[src/rtl/rggen_rtl_pkg.sv]
// Shared register-bus types and helpers for the rggen bridges.
// - rggen_direction : access direction on the register bus
// - rggen_status    : per-register response status
// - rggen_strobe_to_mask : expands a byte strobe (up to 8 lanes) into a
//   bitmask; callers truncate the 64-bit result to their data width.
package rggen_rtl_pkg;

  typedef enum logic {
    RGGEN_READ  = 1'b0,
    RGGEN_WRITE = 1'b1
  } rggen_direction;

  typedef enum logic [1:0] {
    RGGEN_OKAY         = 2'd0,
    RGGEN_EXOKAY       = 2'd1,
    RGGEN_SLAVE_ERROR  = 2'd2,
    RGGEN_DECODE_ERROR = 2'd3
  } rggen_status;

  localparam int RGGEN_MAX_STROBE_WIDTH = 8;

  function automatic logic [63:0] rggen_strobe_to_mask(input logic [7:0] strobe);
    logic [63:0] mask;
    mask = 64'h0;
    for (int i = 0; i < RGGEN_MAX_STROBE_WIDTH; i++) begin
      mask[i*8+:8] = {8{strobe[i]}};
    end
    return mask;
  endfunction

endpackage

[src/rtl/rggen_register_response_mux.sv]
// AND-OR response collector for a set of register slave ports.
// Ports:
//   reg_select/reg_ready   : per-register address hit / completion
//   reg_read_data          : packed read data, register i at [i*DATA_WIDTH+:DATA_WIDTH]
//   reg_status             : packed 2-bit status per register
//   hit / done / multi_hit : any hit, a selected register is ready, more than one hit
//   read_data / status     : OR of the selected registers' data/status
// With more than one hit the OR-ed data is meaningless; the bridge discards it.
module rggen_register_response_mux #(
  parameter int DATA_WIDTH      = 32,
  parameter int TOTAL_REGISTERS = 1
) (
  input  logic [TOTAL_REGISTERS-1:0]            reg_select,
  input  logic [TOTAL_REGISTERS-1:0]            reg_ready,
  input  logic [TOTAL_REGISTERS*DATA_WIDTH-1:0] reg_read_data,
  input  logic [TOTAL_REGISTERS*2-1:0]          reg_status,
  output logic                                  hit,
  output logic                                  done,
  output logic                                  multi_hit,
  output logic [DATA_WIDTH-1:0]                 read_data,
  output logic [1:0]                            status
);

  // Flags: clearing the lowest set bit leaves something only if two or more bits were set.
  always_comb begin
    hit       = |reg_select;
    done      = |(reg_select & reg_ready);
    multi_hit = |(reg_select & (reg_select - TOTAL_REGISTERS'(1)));
  end

  // AND-OR selection of read data and status.
  always_comb begin
    read_data = '0;
    status    = 2'b00;
    for (int i = 0; i < TOTAL_REGISTERS; i++) begin
      if (reg_select[i]) begin
        read_data = read_data | reg_read_data[i*DATA_WIDTH+:DATA_WIDTH];
        status    = status | reg_status[i*2+:2];
      end else begin
        read_data = read_data;
        status    = status;
      end
    end
  end

endmodule

[src/rtl/rggen_apb_bridge.sv]
// APB4 slave to register-bus master bridge.
// Accepts one APB access at a time, broadcasts it to every register slave
// port and returns the selected register's response on PRDATA/PSLVERR.
// Ports:
//   clk, rst (sync, active-high)
//   APB   : psel, penable, paddr, pwrite, pwdata, pstrb -> pready, prdata, pslverr
//   Reg   : reg_request, reg_address, reg_direction, reg_write_data,
//           reg_write_strobe, reg_write_mask -> broadcast to all registers
//           reg_select, reg_ready, reg_read_data, reg_status <- per register
// A BUSY phase that sees neither completion nor a decode problem is ended
// after TIMEOUT cycles with a slave error (TIMEOUT=0 waits forever).
module rggen_apb_bridge
  import rggen_rtl_pkg::*;
#(
  parameter int ADDRESS_WIDTH   = 16,
  parameter int DATA_WIDTH      = 32,
  parameter int TOTAL_REGISTERS = 1,
  parameter int TIMEOUT         = 255
) (
  input  logic                                  clk,
  input  logic                                  rst,
  input  logic                                  psel,
  input  logic                                  penable,
  input  logic [ADDRESS_WIDTH-1:0]              paddr,
  input  logic                                  pwrite,
  input  logic [DATA_WIDTH-1:0]                 pwdata,
  input  logic [DATA_WIDTH/8-1:0]               pstrb,
  output logic                                  pready,
  output logic [DATA_WIDTH-1:0]                 prdata,
  output logic                                  pslverr,
  output logic                                  reg_request,
  output logic [ADDRESS_WIDTH-1:0]              reg_address,
  output rggen_direction                        reg_direction,
  output logic [DATA_WIDTH-1:0]                 reg_write_data,
  output logic [DATA_WIDTH/8-1:0]               reg_write_strobe,
  output logic [DATA_WIDTH-1:0]                 reg_write_mask,
  input  logic [TOTAL_REGISTERS-1:0]            reg_select,
  input  logic [TOTAL_REGISTERS-1:0]            reg_ready,
  input  logic [TOTAL_REGISTERS*DATA_WIDTH-1:0] reg_read_data,
  input  logic [TOTAL_REGISTERS*2-1:0]          reg_status
);

  localparam int STROBE_WIDTH = DATA_WIDTH / 8;
  localparam int LSB_WIDTH    = $clog2(STROBE_WIDTH);
  localparam logic [ADDRESS_WIDTH-1:0] ADDRESS_MASK =
    ~((ADDRESS_WIDTH'(1) << LSB_WIDTH) - ADDRESS_WIDTH'(1));
  localparam int COUNT_WIDTH = (TIMEOUT > 0) ? $clog2(TIMEOUT + 1) : 1;
  localparam logic [COUNT_WIDTH-1:0] COUNT_LAST = COUNT_WIDTH'((TIMEOUT > 0) ? TIMEOUT - 1 : 0);

  localparam logic [1:0] IDLE = 2'd0;
  localparam logic [1:0] BUSY = 2'd1;
  localparam logic [1:0] DONE = 2'd2;

  logic [1:0]              state_r;
  logic [COUNT_WIDTH-1:0]  count_r;
  logic [STROBE_WIDTH-1:0] strobe_s;
  logic                    hit_s;
  logic                    done_s;
  logic                    multi_hit_s;
  logic [DATA_WIDTH-1:0]   mux_data_s;
  logic [1:0]              mux_status_s;
  logic                    timeout_s;
  logic                    finish_s;
  logic [DATA_WIDTH-1:0]   result_data_s;
  rggen_status             result_status_s;

  rggen_register_response_mux #(
    .DATA_WIDTH      (DATA_WIDTH),
    .TOTAL_REGISTERS (TOTAL_REGISTERS)
  ) u_response_mux (
    .reg_select    (reg_select),
    .reg_ready     (reg_ready),
    .reg_read_data (reg_read_data),
    .reg_status    (reg_status),
    .hit           (hit_s),
    .done          (done_s),
    .multi_hit     (multi_hit_s),
    .read_data     (mux_data_s),
    .status        (mux_status_s)
  );

  // Reads carry no strobe on the register bus.
  always_comb begin
    if (pwrite) begin
      strobe_s = pstrb;
    end else begin
      strobe_s = '0;
    end
  end

  // BUSY-phase outcome, in priority order: multi-hit, no-hit, done, timeout.
  always_comb begin
    timeout_s = (TIMEOUT != 0) && (count_r == COUNT_LAST);
    finish_s  = multi_hit_s || !hit_s || done_s || timeout_s;
    if (multi_hit_s || !hit_s) begin
      result_data_s   = '0;
      result_status_s = RGGEN_DECODE_ERROR;
    end else if (done_s) begin
      result_data_s   = mux_data_s;
      result_status_s = rggen_status'(mux_status_s);
    end else begin
      result_data_s   = '0;
      result_status_s = RGGEN_SLAVE_ERROR;
    end
  end

  // Access FSM, broadcast latch, timeout counter and APB response registers.
  always_ff @(posedge clk) begin
    if (rst) begin
      state_r          <= IDLE;
      count_r          <= '0;
      pready           <= 1'b0;
      prdata           <= '0;
      pslverr          <= 1'b0;
      reg_request      <= 1'b0;
      reg_address      <= '0;
      reg_direction    <= RGGEN_READ;
      reg_write_data   <= '0;
      reg_write_strobe <= '0;
      reg_write_mask   <= '0;
    end else begin
      case (state_r)
        IDLE: begin
          pready <= 1'b0;
          if (psel && !penable) begin
            state_r          <= BUSY;
            count_r          <= '0;
            reg_request      <= 1'b1;
            reg_address      <= paddr & ADDRESS_MASK;
            reg_direction    <= pwrite ? RGGEN_WRITE : RGGEN_READ;
            reg_write_data   <= pwdata;
            reg_write_strobe <= strobe_s;
            reg_write_mask   <= DATA_WIDTH'(rggen_strobe_to_mask(8'(strobe_s)));
          end else begin
            state_r <= IDLE;
          end
        end
        BUSY: begin
          if (finish_s) begin
            state_r     <= DONE;
            reg_request <= 1'b0;
            // pready is registered, so the APB access phase is checked on
            // the edge entering DONE; a withdrawn psel drops the response.
            pready      <= psel && penable;
            pslverr     <= result_status_s[1];
            prdata      <= (reg_direction == RGGEN_WRITE) ? '0 : result_data_s;
          end else begin
            state_r <= BUSY;
            count_r <= count_r + COUNT_WIDTH'(1);
          end
        end
        DONE: begin
          state_r <= IDLE;
          pready  <= 1'b0;
        end
        default: begin
          state_r     <= IDLE;
          pready      <= 1'b0;
          reg_request <= 1'b0;
        end
      endcase
    end
  end

endmodule

[config.mk]
export PLATFORM = sky130hd
export DESIGN_NAME = rggen_apb_bridge
export DESIGN_NICKNAME = d
export VERILOG_FILES = /design/src/rtl/rggen_rtl_pkg.sv /design/src/rtl/rggen_register_response_mux.sv /design/src/rtl/rggen_apb_bridge.sv
export SDC_FILE = /design/constraint.sdc
export NUM_CORES = 1
export LEC_CHECK = 0
export ABC_CLOCK_PERIOD_IN_PS = 1700
export BUFFER_PORTS_ARGS = -buffer_cell sky130_fd_sc_hd__buf_2
export CORE_ASPECT_RATIO = 1.75
export CORE_MARGIN = 5
export CORE_UTILIZATION = 42
export CTS_CLUSTER_DIAMETER = 200
export DETAILED_ROUTE_END_ITERATION = 7
export GPL_TIMING_DRIVEN = 0
export PLACE_DENSITY = 0.77
export SYNTH_ARGS = -nofsm -noshare
export SYNTH_HDL_FRONTEND = slang
export SYNTH_HIERARCHICAL = 1
export SYNTH_SLANG_ARGS = --single-unit
[constraint.sdc]
create_clock -name clk -period 1.7 [get_ports clk]
set_input_delay 0.34 -clock clk [delete_from_list [all_inputs] [get_ports clk]]
set_output_delay 0.34 -clock clk [all_outputs]
set_load 0.02 [all_outputs]
* Word-level counts from Yosys, hierarchy flattened
Cells that the tools add are included.
** Cells by class
- Bitwise gates (word level) :: 4
- $add $sub $neg :: 2
- Muxes and demuxes :: 18
- Equal/unequal tests :: 6
- Reduce and logical (&&, ||, !) cells :: 14
** Operators with widths (number)
- 32-bit 2-to-1 mux :: 4
- 8-bit 2-to-1 mux :: 2
- 8-bit case mux with 2 select lines :: 1
- 8-bit by 1-bit adder with 8-bit output (second input constant) :: 1
- 8-bit == test (second input constant) :: 1
- 2-bit 2-to-1 mux :: 4
- 2-bit != test (second input constant) :: 3
- 3-bit AND reduction :: 2
- 1-bit 2-to-1 mux :: 4
- 4-bit 2-to-1 mux :: 1
- 2-bit case mux with 2 select lines :: 1
- 2-bit AND reduction :: 2
- 1-bit logical OR :: 3
- 1-bit case mux with 3 select lines :: 1
- 1-bit bitwise AND :: 2
- 2-bit by 1-bit == test with 1-bit output (second input constant) :: 1
- 2-bit == test (second input constant) :: 1
- 1-bit logical AND :: 2
- 1-bit logical NOT :: 2
- 2-bit logical NOT :: 1
- 1-bit inverter :: 2
- 2-bit nonzero test :: 1
- 2-bit OR reduction :: 1
- 1-bit subtractor (second input constant) :: 1
** Storage, ports and cells
- Bits in registers :: 121
- Output and inout port bits :: 120
- Logic and storage cells :: 55
- Bits of input ports :: 93

* Depth between registers and ports, before layout
Gate-level depths: netlist of the first run.
- Word-level depth :: 7
- Mapped depth :: 8
- Depth with buffers taken out :: 6

* Hierarchy
The synthesis of the first run kept the hierarchy.
** Modules (own cells, without submodules)
- rggen_apb_bridge :: cells each 483, area an instance 4030.1 µm², instances 1
- rggen_register_response_mux :: cells each 41, area an instance 296.5 µm², instances 1

* Worst setup path before layout of the first run
No wires, ideal clock.
- Path kind :: input-to-reg
- From :: input port reg_select
- To :: register prdata[10]
- Library setup time :: 0.123 ns
- Required time :: 1.577 ns
- Buffers on the path :: 3
- Arrival time :: 1.511 ns
- Cell stages on the path :: 8
- Path slack :: 0.066 ns
- Cells stage by stage :: clkbuf_2 -> and2_2 -> nor3b_2 -> o21ai_1 -> buf_4 -> buf_4 -> nand4_1 -> o21ai_0
** RTL lines
- from (decl) :: RTL line rggen_apb_bridge.sv:37 : input logic [TOTAL_REGISTERS-1:0] reg_select,
- 1-bit bitwise AND (*) :: RTL line rggen_register_response_mux.sv:27 : done = |(reg_select & reg_ready);
- net done_s :: RTL line rggen_apb_bridge.sv:58 : logic done_s;
- 32-bit 2-to-1 mux or 1-bit logical OR (tied branches) :: RTL line rggen_apb_bridge.sv:98, rggen_apb_bridge.sv:94
- 32-bit 2-to-1 mux or 1-bit logical OR (tied branches) :: RTL line rggen_apb_bridge.sv:95, rggen_apb_bridge.sv:94
- 32-bit 2-to-1 mux or 2-bit AND reduction (tied branches)
- to (signal assigned) :: RTL line rggen_apb_bridge.sv:146 : prdata <= (reg_direction == RGGEN_WRITE) ? '0 : result_data_s;
- to (decl) :: RTL line rggen_apb_bridge.sv:29 : output logic [DATA_WIDTH-1:0] prdata,
Mark *: on every way through the listed nets, which the timed path passes. The rest lies on a longest branch.
A chain may end at the register's enable or synchronous reset.

* Worst setup path after layout of the first run
- From :: register count_r[0]
- To :: register prdata[24]
** Between the ends
- Longest elaborated chain between the ends :: 3
** RTL lines
- from (decl) :: RTL line rggen_apb_bridge.sv:55 : logic [COUNT_WIDTH-1:0] count_r;
- from (signal assigned) :: RTL line rggen_apb_bridge.sv:149 : count_r <= count_r + COUNT_WIDTH'(1);
- 8-bit == test :: RTL line rggen_apb_bridge.sv:93 : timeout_s = (TIMEOUT != 0) && (count_r == COUNT_LAST);
- 1-bit logical OR :: RTL line rggen_apb_bridge.sv:94 : finish_s = multi_hit_s || !hit_s || done_s || timeout_s;
- 2-bit AND reduction (no source line)
Every way passes these cells.

==> results of run 1 <==
## per-stage QoR
step	power [mW]	setup slack [ns]	TNS [ns]
2_1_floorplan	2.800	0.07256	0
3_3_place_gp	3.050	-0.4317	-14.50
3_5_place_dp	3.066	-0.5310	-17.87
4_1_cts	5.024	0.001786	0
5_1_grt	5.192	0.01417	0
6_report	4.975	0.1320	0
## metal layers
layer  vias to the layer above  share of wire, %
li1                       2161                 -
met1                      2047                35
met2                       190                53
met3                        32               8.9
met4                         2               2.5
met5                         -              0.10
## tightest hold or removal path: cells and delay by family
kind / cells / cell delay, ns
buf+inv: 1 / 0.10
simple gates: 1 / 0.05
compound gates: 1 / 0.05
## flip-flops by register name, summed over array words and instances (netlist names)
signal,flops
pready,1
reg_direction,1
reg_write_strobe,4
reg_address,14
count_r,8
prdata,32
reg_request,1
state_r,2
pslverr,1
reg_write_data,32
## what timing repair did
item | in CTS | in global routing
gates cloned | 0 | 1
resized for setup | 8 | 24
setup endpoints to repair | 30 | 68
buffers inserted | 0 | 6
pin swaps | 0 | 3
## layout make-up
type	instances	area (um^2)	share of cell area, %
Buffer	73	519.2	8.757
Multi-Input combinational cell	348	1936	32.64
Clock inverter	6	50.05	0.8441
Clock buffer	10	239.0	4.030
Timing Repair Buffer	213	1081	18.23
Inverter	6	22.52	0.3798
Sequential cell	96	1923	32.43
Tap cell	127	158.9	2.680
## where the power goes
part | switching, mW | leakage (nW) | internal (mW)
clock | 0.883 | 0.141 | 1.05
sequential | 0.0402 | 0.779 | 2.31
combinational | 0.384 | 1.90 | 0.304
## cell usage in the layout (no fill, tap or decap), types with 2 or more instances in the layout
cell type                   instances
sky130_fd_sc_hd__buf_6             12
sky130_fd_sc_hd__inv_6              2
sky130_fd_sc_hd__and2_2            34
sky130_fd_sc_hd__buf_2            218
sky130_fd_sc_hd__nor2b_1            2
sky130_fd_sc_hd__a31oi_1            2
sky130_fd_sc_hd__o21a_1             2
sky130_fd_sc_hd__dfxtp_1           95
sky130_fd_sc_hd__inv_1              5
sky130_fd_sc_hd__nand2b_1          32
sky130_fd_sc_hd__buf_4             42
sky130_fd_sc_hd__nor3_1             2
sky130_fd_sc_hd__nor3b_4            2
sky130_fd_sc_hd__nand3_1           12
sky130_fd_sc_hd__clkbuf_1           9
sky130_fd_sc_hd__conb_1             3
sky130_fd_sc_hd__clkbuf_16          9
sky130_fd_sc_hd__and3_1             3
sky130_fd_sc_hd__o21ai_1            7
sky130_fd_sc_hd__a21oi_1           52
sky130_fd_sc_hd__clkbuf_2           5
sky130_fd_sc_hd__nor2_1             8
sky130_fd_sc_hd__nand2_1          100
sky130_fd_sc_hd__o21ai_0           29
sky130_fd_sc_hd__o211ai_1           2
sky130_fd_sc_hd__nand4_1           34
sky130_fd_sc_hd__a2bb2oi_1          2
## how the worst max path moves through the flow
stage | start | to | depth (start not counted)
detailed placement | reg_select | prdata[8] | 8
floorplan | reg_select | prdata[10] | 8
global route | count_r[0] | prdata[16] | 8
finish | count_r[0] | prdata[24] | 7
CTS | count_r[0] | prdata[11] | 7
global placement | reg_select | prdata[8] | 8
==> reports/summary.md, run 1 <==
The post-route minimum period was 1.568 ns. Type of the setup path with the least slack: reg2reg. Yosys printed 6 warnings. The final-report hold violation count came out at 0. The count of TritonRoute iterations in the first routing pass came out at 4. The die covers 12490 um^2. The count of pins over their slew limit was 0.

Post-synthesis cell count: 523. Wires add up to 12680 um. After clock tree synthesis, the clock-pin slew on the worst setup and hold paths is 0.07 ns. The hold-critical path depth came out at 3. The critical path goes through inv_2 -> ha_2 -> nand3_2 -> o21ai_4 -> and2_4 -> buf_6 -> o21ai_0. The launch instance of the worst min-delay path was pwdata[7]. The count of clock tree sinks is 96.

STA classifies the critical path endpoint as a flop. The worst hold slack across all endpoints is 0.2414 ns, and the number of fill cells in the layout is 941. STA classifies the critical path startpoint as a flop. TritonCTS built the clock tree.

The tools report the global placer's final weighted congestion as 0.7866. The met1 track utilization from global routing was 19.67%; the power density of the placed cells was 839.0 nW/um^2. Port buffering added 206 buffers. The largest net degree at the start of global routing was 18; the layout overhead on the synthesized area was 37.28%. The standard cell with the maximum stage delay on the critical path was sky130_fd_sc_hd__dfxtp_1. The number of antenna diodes in the final layout is 0.

After layout, the worst path uses 92.23% of the clock period. The non-filler instance count after layout is 879, and the placeable core region is 10180 um^2. The first global-routing pass estimated 19770 um of wire.

At the worst endpoint, the required time is 1.91 ns. The worst hold path terminates at reg_write_data[7]. In the final routed layout, each cell accounts on average for 14.42 um.

After global routing the overflow that remains totals 0. Headroom to the max-slew limit came out at 59.26%. Derived from the worst setup path, the maximum achievable clock frequency is 0.6378 GHz.

In the routed layout, each cell is associated on average with a via count of 5.042. For this block, the via count after detailed routing is 4432. The initial detailed-routing violation count was 121. Path category of the worst min-delay check: in2reg. The run gives 0 as the number of setup violations in the final report.

The clock arrives with 0.009785 ns of skew. For the initial cell density of the core, the log shows 42.44%. For the pin with the worst max-slew slack, the measured transition is 0.6111 ns. The buffer levels on the longest clock path came out at 2. In this run the horizontal extent of the chip is 86.66 um.

The root buffer cell chosen for the clock tree is sky130_fd_sc_hd__clkbuf_16. Family with the most delay on the worst path: flip-flops. 213 I/O pins were placed.

The tools report the estimated wirelength of the detail-placed design as 9993 um. In this run the most used layer during global routing was met2. In this run the critical register-to-register path is captured at prdata[24]. TritonCTS created 9 clock buffers. The average cell area after synthesis is 8.258 um^2, and the critical path's largest stage delay is 0.36 ns.

Cells fill 58.26% of the core in the end. The vertical die dimension came out at 144.2 um. The run finished with clean final reports. Buffering stage count on the worst path with inverters included: 2. The leakage power figure came out at 2.823 nW. After floorplanning, the core was divided into 49 placement rows.

Cells with a size suffix above 1 make up 45.08% of the layout. The via count of the first global-routing pass was 4301; the internal reg-to-reg setup slack was 0.13 ns. The count of nets left with antenna violations once routing finished came out at 0. The largest fanout on the critical path is 10, and the number of antenna violations at the first check in global routing is 1.

After the last flow step, the layout net total stands at 842. The number of hold buffers added after CTS was 0. Counting cells, the worst reg-to-reg path comes to 7. The met3 track utilization from global routing was 5.758%; the global routing met2 resource utilization was 36.97%. Across the run, the number of max-cap violations was 0.

The clock latency on the worst-skew pair was 0.34 ns. Number of cells in the design after placement: 857. The worst register-to-register path begins at count_r[0].

The finished cells cover 5929 um^2. The tools report the cell area after placement as 5513 um^2. The overall global routing resource usage was 19.47%; the largest voltage drop on the vdd net was 0.5013 mV. For this run, design rule violations remaining after detail routing come to 0. Setup repair after global routing left no endpoint under its margin. Worst path arrival time: 1.78 ns. The clock tree synthesis step divided the H-tree into 3 levels. The combined area of all synthesized cells was 4319 um^2.
Note: power is estimated with default switching activity, not from simulation.
==> inputs of run 2 (changes only) <==
--- a/config.mk
+++ b/config.mk
@@ -5,15 +5,15 @@
 export SDC_FILE = /design/constraint.sdc
 export NUM_CORES = 1
 export LEC_CHECK = 0
+export ABC_AREA = 1
 export ABC_CLOCK_PERIOD_IN_PS = 1700
 export BUFFER_PORTS_ARGS = -buffer_cell sky130_fd_sc_hd__buf_2
 export CORE_ASPECT_RATIO = 1.75
-export CORE_MARGIN = 5
-export CORE_UTILIZATION = 42
+export CORE_UTILIZATION = 40
 export CTS_CLUSTER_DIAMETER = 200
 export DETAILED_ROUTE_END_ITERATION = 7
 export GPL_TIMING_DRIVEN = 0
-export PLACE_DENSITY = 0.77
+export PLACE_DENSITY = 0.74
 export SYNTH_ARGS = -nofsm -noshare
 export SYNTH_HDL_FRONTEND = slang
 export SYNTH_HIERARCHICAL = 1
==> reports/summary.md, run 2 <==
The post-detailed-route via-to-cell ratio was 4.642 (-7.9%). The path category of the worst min-delay check is in2reg. The clock latency on the worst-skew pair was 0.33 ns (about the same); the number of fill cells in the layout was 1047 (+11%).

Type of the setup path with the least slack: reg2reg. For the global placer's final weighted congestion, the log shows 0.8061 (+2.5%). The count of input and output buffers was 205 (-0.49%); the tightest slew margin relative to the limit was 62.04% (+2.8 points).

The count of TritonRoute iterations in the first routing pass was 4 (unchanged); the sum of negative setup slack was 0 ns (unchanged). For the achievable clock frequency, the log shows 0.6394 GHz (+0.26%). The overall global routing resource usage is 20.52% (+1.0 points), and the initial cell density of the core is 41.37% (-1.1 points). The max-cap check violation count was 0 (unchanged); the final-report hold violation count was 0 (unchanged). The average cell area after synthesis is 7.340 um^2 (-11%), and the clock-pin slew reported for the worst setup and hold paths after clock tree synthesis is 0.07 ns (about the same).

The most common library cell in the layout ignoring fill and taps was sky130_fd_sc_hd__buf_2. The largest voltage drop on the vdd net was 0.6969 mV (+39%). In the layout the commonest cells are sky130_fd_sc_hd__buf_2 (217), sky130_fd_sc_hd__nand2_1 (104), sky130_fd_sc_hd__nor2_1 (102).

For the count of clock tree sinks, the log shows 96 (unchanged). For the area of all placed cells without fillers, the log shows 5789 um^2 (-2.4%). The logs give 3.068 nW (+8.7%) for the leakage power figure and 106 (-12%) for the initial detailed-routing violation count.

The logs give 2 (unchanged) for the buffer levels on the longest clock path and 1683 um^2 (-13%) for the multi-input combinational cell area. The tools report the quantity of hold-fixing buffers added after cts as 0 (unchanged). Number of antenna violations at the first check in global routing: 0 (-1). The net switching fraction of the power was 26.00% (-0.27 points); the count of pins over their slew limit was 0 (unchanged). TritonCTS built the clock tree. The critical path startpoint category is a flop. The total via count in the routed design is 4331 (-2.3%), and the total net switching power is 1.356 mW (+3.8%). The layout overhead on the synthesized area was 35.06%; the remaining number of nets flagged by the antenna check after routing was 0 (unchanged).

The run gives 16 (-2) as the largest net degree at the start of global routing. The via count of the first global-routing pass was 3831 (-11%); the estimated wirelength of the detail-placed design was 8970 um (-10%). The part of the power in the clock network is 39.6% (+0.7 points), and the horizontal die dimension is 80.26 um (-7.4%). The total die area was 11150 um^2 (-11%); the placeable core region was 10360 um^2 (+1.8%).

Element type at the critical path end: a flop. Number of clock buffers inserted by TritonCTS: 9 (unchanged). The run finished with clean final reports. The root buffer cell chosen for the clock tree is sky130_fd_sc_hd__clkbuf_16. For the global-route congestion overflow total, the log shows 0 (unchanged). The ratio of cells with drive above 1 in the final layout was 35.98% (-9.1 points); the transition time at the pin with the least slew margin was 0.5694 ns (-0.04162 ns).

Post-route minimum period: 1.564 ns (-0.004042 ns). The global-route wire length before repair is 18110 um (-8.4%), and the power density of the placed cells is 901.0 nW/um^2 (+7.4%). For the combined area of all synthesized cells, the log shows 4287 um^2 (-0.75%). The logs give 0 (unchanged) for the number of setup buffers added after CTS and 5475 um^2 (-0.68%) for the cell area after placement. Combinational group share of total power: 14.6% (+0.8 points). For the area occupied by registers, the log shows 1922 um^2 (about the same). The worst path required time was 1.93 ns (+0.02 ns). The internal power was 3.860 mW (+5.2%). The number of warnings printed during yosys synthesis is 6 (unchanged), and the number of placement rows is 49 (unchanged). Number of nets at the end of the flow: 896 (+6.4%). The largest fanout on the critical path is 6 (-4), and the total wire length is 11510 um (-9.2%). The post-synthesis cell count is 584 (+12%), and the deepest level of the CTS H-tree is 3 (unchanged).

The run gives 213 (unchanged) as the I/O pin count. The number of setup violations in the final report is 0 (unchanged), and the final clock period utilization by the worst path is 92.00% (-0.24 points). Setup repair after global routing left no endpoint under its margin. For the number of antenna repair diodes, the log shows 0 (unchanged).

Overall power of the completed layout: 5.216 mW (+4.9%). Sequential share of power: 45.8% (-1.5 points). The run gives 1.79 ns (about the same) as the worst path arrival time. The largest registers in the layout are prdata x32, reg_write_data x32, reg_address x14.

The tools report the worst clock skew as 0.005221 ns (-0.004564 ns). The total DRC errors in the routed layout is 0 (unchanged). The vertical die dimension came out at 138.9 um (-3.6%).

The routed wire length per instance was 12.34 um (-14%). Internal reg-to-reg setup slack: 0.14 ns (about the same).
==> run 2: layout make-up <==
cell class	instances	share of cell area (%)
sequential	96	33.20
multi-input combinational	365	29.07
timing repair buffer	205	17.72
buffer	74	8.688
clock buffer	12	4.431
inverter	50	3.242
tap	127	2.745
clock inverter	4	0.9077
==> run 2: power groups by stage <==
stage	clock (mW)	combinational [mW]	sequential [mW]
6_report	2.07	0.762	2.39
3_3_place_gp	0	0.762	2.44
4_1_cts	2.12	0.768	2.39
5_1_grt	2.23	0.844	2.40
2_1_floorplan	0	0.372	2.54
3_5_place_dp	0	0.766	2.44
==> run 2: final timing paths <==
kind	start	to	cells past startpoint
setup reg to reg	count_r[0]	count_r[7]	10
setup / recovery	count_r[0]	count_r[7]	10
hold / removal	paddr[13]	reg_address[13]	3
hold reg to reg	state_r[0]	reg_request	1
==> run 2: metrics by stage <==
| stage | hold slack [ns] | instances | setup slack, ns | util, % |
|---|---|---|---|---|
| 2_1_floorplan | 0.4093 | 585 | 0.2055 | - |
| 3_5_place_dp | 0.4342 | 917 | -0.1771 | 52.84 |
| 5_1_grt | 0.2360 | 933 | 0.006726 | 55.87 |
| 6_report | 0.2480 | 933 | 0.1361 | 55.87 |
| 3_3_place_gp | 0.4221 | 917 | -0.1623 | 52.84 |
| 4_1_cts | 0.2376 | 933 | 0.1273 | 55.83 |
==> run 2: routing by layer <==
layer	vias up	track usage (%)	wire length, um
met5	-	0	0
met3	14	6.053	958
met4	0	6.109	180
met2	175	37.88	5980
met1	1894	21.78	4391
li1	2248	-	-
==> run 2: worst max-delay path, stage by stage, from the launching register on <==
cell and delay, ns:
sky130_fd_sc_hd__dfxtp_1 0.38, sky130_fd_sc_hd__inv_1 0.08, sky130_fd_sc_hd__ha_1 0.19, sky130_fd_sc_hd__nand2_1 0.07, sky130_fd_sc_hd__nor2_2 0.05, sky130_fd_sc_hd__nand2_4 0.10, sky130_fd_sc_hd__nand3_2 0.16, sky130_fd_sc_hd__nand3_1 0.21
sky130_fd_sc_hd__inv_1 0.11, sky130_fd_sc_hd__nand2_1 0.07, sky130_fd_sc_hd__nand2_1 0.05
==> run 2: repair_timing <==
action,in CTS,in global routing
endpoints found under the setup margin,0,1
endpoints found under the hold margin,0,0
gates resized for setup,0,2
